===== src/rtl/uart_program_loader.sv =====
// uart_program_loader: receives a framed program image over UART 8N1 and writes it into CPU RAM,
// holding the CPU while loading and pulsing a restart after a checksum-verified image.
module uart_program_loader #(
    parameter int DATA_WIDTH     = 8,
    parameter int ADDR_WIDTH     = 4,
    parameter int CLK_FREQ_HZ    = 27000000,
    parameter int BAUD           = 115200,
    parameter int TIMEOUT_CYCLES = 2700000
) (
    input  logic                  clk,
    input  logic                  rst_n,
    input  logic                  enable,
    input  logic                  uart_rx,
    output logic                  ram_we,
    output logic [ADDR_WIDTH-1:0] ram_addr,
    output logic [DATA_WIDTH-1:0] ram_wdata,
    output logic                  cpu_hold,
    output logic                  cpu_restart,
    output logic                  busy,
    output logic [1:0]            err
);
    localparam int DIV   = (CLK_FREQ_HZ + BAUD / 2) / BAUD;
    localparam int BPW   = DATA_WIDTH / 8;
    localparam int DEPTH = 1 << ADDR_WIDTH;
    localparam int LW    = ADDR_WIDTH + 1;
    localparam int CW    = $clog2(DIV);
    localparam int TW    = $clog2(TIMEOUT_CYCLES + 1);

    typedef enum logic [1:0] {R_IDLE, R_START, R_DATA, R_STOP} rx_state_t;
    typedef enum logic [2:0] {IDLE, LEN, DATA, CSUM, DONE, ERROR} state_t;

    rx_state_t             rs_q, rs_d;
    logic [2:0]            sync_q, sync_d;
    logic [CW-1:0]         cnt_q, cnt_d;
    logic [2:0]            bit_q, bit_d;
    logic [7:0]            sh_q, sh_d;
    logic                  rxv_q, rxv_d, rxf_q, rxf_d;
    state_t                st_q, st_d;
    logic [LW-1:0]         len_q, len_d, widx_q, widx_d;
    logic [1:0]            bidx_q, bidx_d;
    logic [DATA_WIDTH-1:0] word_q, word_d, wdata_q, wdata_d;
    logic [ADDR_WIDTH-1:0] waddr_q, waddr_d;
    logic [7:0]            csum_q, csum_d;
    logic [TW-1:0]         tmo_q, tmo_d;
    logic                  we_q, we_d, hold_q, hold_d;
    logic [1:0]            err_q, err_d;
    logic                  in_frame;

    assign in_frame    = st_q inside {LEN, DATA, CSUM};
    assign ram_we      = we_q;
    assign ram_addr    = waddr_q;
    assign ram_wdata   = wdata_q;
    assign cpu_hold    = hold_q;
    assign cpu_restart = st_q == DONE;
    assign busy        = in_frame;
    assign err         = err_q;

    // sync_q[1] is the synchronised line, sync_q[2] its previous value for edge detection
    always_comb begin
        sync_d = {sync_q[1:0], uart_rx};
        rs_d   = rs_q;
        cnt_d  = cnt_q + CW'(1);
        bit_d  = bit_q;
        sh_d   = sh_q;
        rxv_d  = 1'b0;
        rxf_d  = 1'b0;
        case (rs_q)
            R_IDLE: begin
                cnt_d = '0;
                rs_d  = (sync_q[2] && !sync_q[1]) ? R_START : R_IDLE;
            end
            R_START: if (cnt_q == CW'(DIV / 2 - 1)) begin
                cnt_d = '0;
                bit_d = '0;
                rs_d  = sync_q[1] ? R_IDLE : R_DATA;
            end
            R_DATA: if (cnt_q == CW'(DIV - 1)) begin
                cnt_d = '0;
                sh_d  = {sync_q[1], sh_q[7:1]};
                bit_d = bit_q + 3'd1;
                rs_d  = (bit_q == 3'd7) ? R_STOP : R_DATA;
            end
            default: if (cnt_q == CW'(DIV - 1)) begin
                rxv_d = sync_q[1];
                rxf_d = !sync_q[1];
                rs_d  = R_IDLE;
            end
        endcase
    end

    always_comb begin
        st_d    = st_q;
        len_d   = len_q;
        widx_d  = widx_q;
        bidx_d  = bidx_q;
        word_d  = word_q;
        wdata_d = wdata_q;
        waddr_d = waddr_q;
        csum_d  = csum_q;
        we_d    = 1'b0;
        hold_d  = hold_q;
        err_d   = err_q;
        tmo_d   = (in_frame && !rxv_q) ? tmo_q + TW'(1) : '0;
        case (st_q)
            IDLE: if (rxv_q && sh_q == 8'hA5) begin
                st_d   = LEN;
                hold_d = 1'b1;
                err_d  = 2'd0;
                csum_d = '0;
                widx_d = '0;
                bidx_d = '0;
            end
            LEN: if (rxv_q) begin
                len_d = (sh_q == 8'd0 || int'(sh_q) >= DEPTH) ? LW'(DEPTH) : LW'(sh_q);
                st_d  = DATA;
            end
            DATA: if (rxv_q) begin
                word_d[8*bidx_q +: 8] = sh_q;
                csum_d = csum_q + sh_q;
                bidx_d = bidx_q + 2'd1;
                if (bidx_q == 2'(BPW - 1)) begin
                    we_d    = 1'b1;
                    wdata_d = word_d;
                    waddr_d = widx_q[ADDR_WIDTH-1:0];
                    widx_d  = widx_q + LW'(1);
                    bidx_d  = '0;
                    st_d    = (widx_q + LW'(1) == len_q) ? CSUM : DATA;
                end
            end
            CSUM: if (rxv_q) begin
                st_d   = (sh_q == csum_q) ? DONE : ERROR;
                err_d  = (sh_q == csum_q) ? err_q : 2'd3;
                hold_d = sh_q != csum_q;
            end
            default: st_d = IDLE;
        endcase
        if (in_frame && rxf_q) begin
            st_d  = ERROR;
            err_d = 2'd1;
        end
        if (in_frame && !rxv_q && tmo_q == TW'(TIMEOUT_CYCLES - 1)) begin
            st_d  = ERROR;
            err_d = 2'd2;
        end
        // disarming wins over everything but leaves the status untouched
        if (!enable) begin
            st_d   = IDLE;
            hold_d = 1'b0;
            we_d   = 1'b0;
            err_d  = err_q;
        end
    end

    always_ff @(posedge clk or negedge rst_n) begin
        if (!rst_n) begin
            rs_q    <= R_IDLE;
            sync_q  <= '1;
            cnt_q   <= '0;
            bit_q   <= '0;
            sh_q    <= '0;
            rxv_q   <= 1'b0;
            rxf_q   <= 1'b0;
            st_q    <= IDLE;
            len_q   <= '0;
            widx_q  <= '0;
            bidx_q  <= '0;
            word_q  <= '0;
            wdata_q <= '0;
            waddr_q <= '0;
            csum_q  <= '0;
            tmo_q   <= '0;
            we_q    <= 1'b0;
            hold_q  <= 1'b0;
            err_q   <= 2'd0;
        end else begin
            rs_q    <= rs_d;
            sync_q  <= sync_d;
            cnt_q   <= cnt_d;
            bit_q   <= bit_d;
            sh_q    <= sh_d;
            rxv_q   <= rxv_d;
            rxf_q   <= rxf_d;
            st_q    <= st_d;
            len_q   <= len_d;
            widx_q  <= widx_d;
            bidx_q  <= bidx_d;
            word_q  <= word_d;
            wdata_q <= wdata_d;
            waddr_q <= waddr_d;
            csum_q  <= csum_d;
            tmo_q   <= tmo_d;
            we_q    <= we_d;
            hold_q  <= hold_d;
            err_q   <= err_d;
        end
    end
endmodule

===== config.mk =====
export PLATFORM = sky130hd
export DESIGN_NAME = uart_program_loader
export DESIGN_NICKNAME = d
export VERILOG_FILES = /design/src/rtl/uart_program_loader.sv
export SDC_FILE = /design/constraint.sdc
export NUM_CORES = 1
export LEC_CHECK = 0
export CORE_UTILIZATION = 35
export CTS_CLUSTER_SIZE = 40
export DETAILED_ROUTE_END_ITERATION = 12
export PLACE_DENSITY = 0.62
export SLEW_MARGIN = 20
export SYNTH_ARGS = -nofsm -noshare
export SYNTH_HDL_FRONTEND = slang
export SYNTH_SLANG_ARGS = --single-unit

===== constraint.sdc =====
create_clock -name clk -period 2.76 [get_ports clk]
set_clock_uncertainty 0.15 [all_clocks]
set_input_delay 0.69 -clock clk [delete_from_list [all_inputs] [get_ports clk]]
set_output_delay 0.69 -clock clk [all_outputs]
set_load 0.005 [all_outputs]

== After elaboration in Yosys (flattened, before gate mapping) ==
Index checks and enable logic that the tools add are counted.
Word-level totals
  flip-flop bits (word level): 95
  word-level logic and storage cells: 143
  output and inout port bits: 18
  bits of input ports: 4
Cells by class
  eq/ne operators: 30
  order comparisons: 1
  multiplexer cells: 55
  $add $sub $neg: 7
  shift operators: 2
  reductions and logical operators: 29
Operators with widths (number)
  $neg 5->34: 1
  $shift 8x34->8 const A: 1
  $shiftx 8x34->8: 1
  $mux 8: 4
  $mux 3: 10
  $pmux 8 s3: 1
  $add 22x1->22 const B: 1
  $eq 22x22->1 const B: 1
  $mux 2: 11
  $mux 22: 1
  $mux 5: 4
  $eq 8x8->1 const B: 2
  $pmux 8 s2: 1
  $mux 1: 15
  $ne 5x3->1 const B: 3
  $reduce_and 3->1: 5
  $pmux 3 s4: 1
  $pmux 5 s2: 1
  $reduce_and 5->1: 2
  $add 8x1->8 const B: 1
  $add 8x8->8: 1
  $bwmux 8: 1
  $eq 8x7->1 const B: 1
  $eq 8x8->1: 1
  other kinds (35): 53

== Longest topological paths before layout ==
  word-level depth: 9
  depth in mapped cells: 8
  mapped depth without buffers: 8

== Worst setup path after synthesis ==
No wires, ideal clock.
  kind: register -> register
  start: reg cnt_q[1]
  end: reg sh_q[0]
  clock period less this slack: 2.181 ns
  data required time: 2.485 ns
  data arrival time: 1.906 ns
  stages on the path, launching flop included: 7
  buffers on the path: 0
  setup time: 0.125 ns
  setup slack: 0.579 ns
  cell sequence: dfrtp_1 inv_1 ha_1 nor4b_1 nand2_1 nor2_2 mux2_2
On the way
  word-level cells in the longest chain between the ends: 2
Ends and longest elaborated chain
  start: declaration: line 34  | logic [CW-1:0] cnt_q, cnt_d;
  start signal: assignment: line 178  | cnt_q <= cnt_d;
  $eq 8x8->1: line 77  | R_DATA: if (cnt_q == CW'(DIV - 1)) begin
  $reduce_and 2->1 (no source line)
  end signal: assignment: line 160  | sh_q <= '0;
  end signal: assignment: line 180  | sh_q <= sh_d;
  end: declaration: line 36  | logic [7:0] sh_q, sh_d;
Every way passes these cells.
A chain may end at the register's enable or synchronous reset.

== Worst setup path in the final report ==
  start: reg st_q[1]
  end: out busy
On the way
  word-level cells in the longest chain between the ends: 2
  elaborated cells on any way between the ends: 4
  those cells by class: 3 x eq/ne; 1 x reduce/logical
Ends and longest elaborated chain
  start: declaration: line 38  | state_t st_q, st_d;
  start signal: assignment: line 183  | st_q <= st_d;
  $eq 3x1->1 / $eq 3x2->1 (equally long branches): line 49  | assign in_frame = st_q inside {LEN, DATA, CSUM};
  $reduce_bool 3->1 (*): line 49
  end: declaration: line 19  | output logic busy,
Mark *: on every way between the ends. The rest lies on a longest branch, timed or not.

==> flow_summary_export.csv <==
group,metric,value,unit
floorplanning,die-width,118,microns
drt,vias,3440,
floorplanning,core,13200,sq um
drt,wl_met1,4430,microns
timing,fin_crit,2.59,ns
logic_synthesis,yosys-top-cells-area,"dfrtp_1 (49%), ha_1 (4.5%), nor2_1 (3.9%)",
logic_synthesis,synth.most_common_cell,"dfrtp_1",
critical_path,critical_path.top_delay_family,"flip-flops",
flow_run,max_cap_violations,0,
logic_synthesis,synth-edff-count,0,
final_layout,area_delta_synth_final,15.8,%
floorplanning,pin_count,22,
drt,viasPerCell,5.09,
final_layout,antenna_cells,0,
global_route,track_usage,14.0,%
logic_synthesis,synth_top_cell_area_share,48.6,%
timing,hold_viol,0,
logic_synthesis,ys_ff_latch,95,
global_route,grt_pass1_vias,3260,
logic_synthesis,avgSynthCellArea,10.1,sq um
floorplanning,fp.dieH,118,microns
status,status,"complete, no violations",
critical_path,critPathLaunchType,"register",
placement,gp_congestion,0.852,
drt,postRouteAntennaNets,0,
pwr,ir_worst_vdd,0.289,mV
clock_network,clkTransAtPathRegs,0.06,ns
floorplanning,start_util,35.8,%
critical_path,required,1.92,ns
logic_synthesis,yosysSeqAreaShare,50.2,%
final_layout,nNetsFinal,517,
clock_network,insertion_delay,0.34,ns
final_layout,drive_gt1_share,9.80,%
clock_network,holdBufCountCts,0,
global_route,overflow,0,
logic_synthesis,synthesis.nets,492,
final_layout,multi_input_area,2250,sq um
clock_network,cts.sinks,95,
logic_synthesis,ys_async_sr_fraction,100,%
timing,rsz0062_at_grt,"no",
logic_synthesis,synth_top_area_cell,"dfrtp_1",
placement,port_buffers,21,
global_route,grt_antenna_before_repair,0,
critical_path,cp_data_arrival_time,1.75,ns
timing,finalSetupTns,0,ns
timing,worstMarginPinSlew,0.752,ns
final_layout,layout.cells.non_filler,676,
clock_network,cts_setup_buffers,0,
drt,wl_met2,4420,microns
logic_synthesis,syn_area,4740,sq um
timing,max_freq,386,MHz
logic_synthesis,netlist_instances,470,
clock_network,tritoncts,"done",
clock_network,cts_made_buffers,9,
drt,routed_wl,9200,microns
logic_synthesis,synthTopCellsByCount,"dfrtp_1 (92), nor2_1 (49), nand2_1 (46)",
global_route,grt_max_degree,40,
critical_path,path_class,"reg -> out",
drt,dr.pass1.iters,4,
timing,maxSlewViolCount,0,
logic_synthesis,synth_warnings,0,
pwr,power_density,555,nW/um^2
logic_synthesis,synthFlopType,"dfrtp_1",
logic_synthesis,yosysUniqueCellTypes,53,
clock_network,clockBufferDepth,2,
clock_network,cts_root_buffer,"clkbuf_16",
floorplanning,rows,42,
min_path,hp-class,"in -> async",
critical_path,end_kind,"output port",
drt,wl_per_cell,13.6,microns
global_route,grt_pass1_wl,15700,microns
drt,drc,0,
drt,wl_met3,274,microns
critical_path,cp_max_fo,13,
critical_path,critPathMaxStageDelay,0.55,ns
drt,routed.top_layer,"met4",
timing,setup_viol,0,
floorplanning,die_area,14000,sq um
timing,slew-limit-headroom,49.4,%
critical_path,cp_cell_sequence,"nor2_2 -> nor2_1 -> clkdlybuf4s50_1",
timing,period_share,93.8,%
critical_path,cp_num_buf_inv,1,
placement,placed_cells,660,
drt,drt_iter0_drc,256,
clock_network,cts_resized,0,
placement,dp.final_hpwl,6550,microns
critical_path,cp_slowest_cell,"dfrtp_1",
pwr,leakagePower,0.00242,uW
final_layout,fillerInstances,1290,
clock_network,htree_levels,3,
final_layout,regArea,2380,sq um
-- routing by layer --
layer / global-route usage [%] / vias to the layer above
met3: 3.57 / 4
met2: 22.2 / 48
li1: - / 1709
met1: 18.5 / 1679
met5: 0 / -
met4: 4.91 / 0
-- logic make-up after synthesis --
| group | synth area share, % |
|---|---|
| XOR/XNOR | 7.02 |
| AND/OR/NAND/NOR | 19.3 |
| multiplexers | 3.48 |
| AO/OA/AOI/OAI | 12.5 |
| flip-flops | 50.2 |
| adder cells (fa/ha/maj) | 5.12 |
| buffers and inverters | 2.30 |
-- sequential cells by signal, summed over array words and instances, names as in the netlist --
name       flops
tmo_q         22
cnt_q          8
csum_q         8
ram_wdata      8
sh_q           8
word_q         8
len_q          5
widx_q         5
ram_addr       4
bit_q          3
st_q           3
sync_q         3
bidx_q         2
err            2
rs_q           2
cpu_hold       1
ram_we         1
rxf_q          1
rxv_q          1
-- worst paths after layout --
kind                                 from            to  slack (ns)  cells past startpoint
worst max-delay path              st_q[1]          busy        0.17                      3
worst min-delay path                rst_n  ram_wdata[3]        0.16                      1
worst max register to register   cnt_q[1]       sh_q[5]        0.47                      6
max in group asynchronous           rst_n        err[1]        1.63                      2
min in group clk                sync_q[0]     sync_q[1]        0.21                      0
worst min register to register  sync_q[0]     sync_q[1]        0.21                      0
-- stage by stage --
| step | cell area, sq um | power (uW) | setup slack (ns) | hold WS, ns | util (%) |
|---|---|---|---|---|---|
| after CTS | 5490 | 3100 | 0.169 | 0.170 | 41.5 |
| after detailed placement | 5180 | 1860 | 0.500 | 0.201 | 39.1 |
| after global routing | 5490 | 3200 | 0.0650 | 0.171 | 41.5 |
| final | 5490 | 3050 | 0.171 | 0.155 | 41.5 |
| after global placement | 5180 | 1840 | 0.552 | 0.201 | 39.1 |
| after floorplan | 4740 | 1750 | 0.579 | 0.195 | - |
-- area by class of cell --
class	instances	area share [%]
flip-flops and latches	95	43.4
multi-input cells	347	41.0
clock buffers	15	5.42
repair buffers	30	5.24
well taps	176	4.01
inverters	12	0.820
clock inverters	1	0.160
-- cell usage in the layout (no fill, tap or decap), types with 16 or more instances in the layout --
cell and instances:
dfrtp_1 92, xor2_1 20, nand2_1 46, nor2_1 49, a22o_1 16, xnor2_1 18, clkdlybuf4s50_1 20, ha_1 17
a21oi_1 22, o21ai_0 25, nand3_1 26
-- power breakdown --
| part | switching (uW) | internal, uW | total [uW] |
|---|---|---|---|
| sequential | 90.5 | 1460 | 1550 |
| clock | 486 | 736 | 1220 |
| combinational | 149 | 122 | 271 |
-- worst register-to-register path, delay by kind of cell, from the launching register on --
kind,cells,cell delay (ns)
DFF,1,0.40
buffers and inverters,1,0.09
and+or+nand+nor,3,1.03
muxes,1,0.39
adders and majority gates,1,0.13
Power figures use the tool's default switching activity.
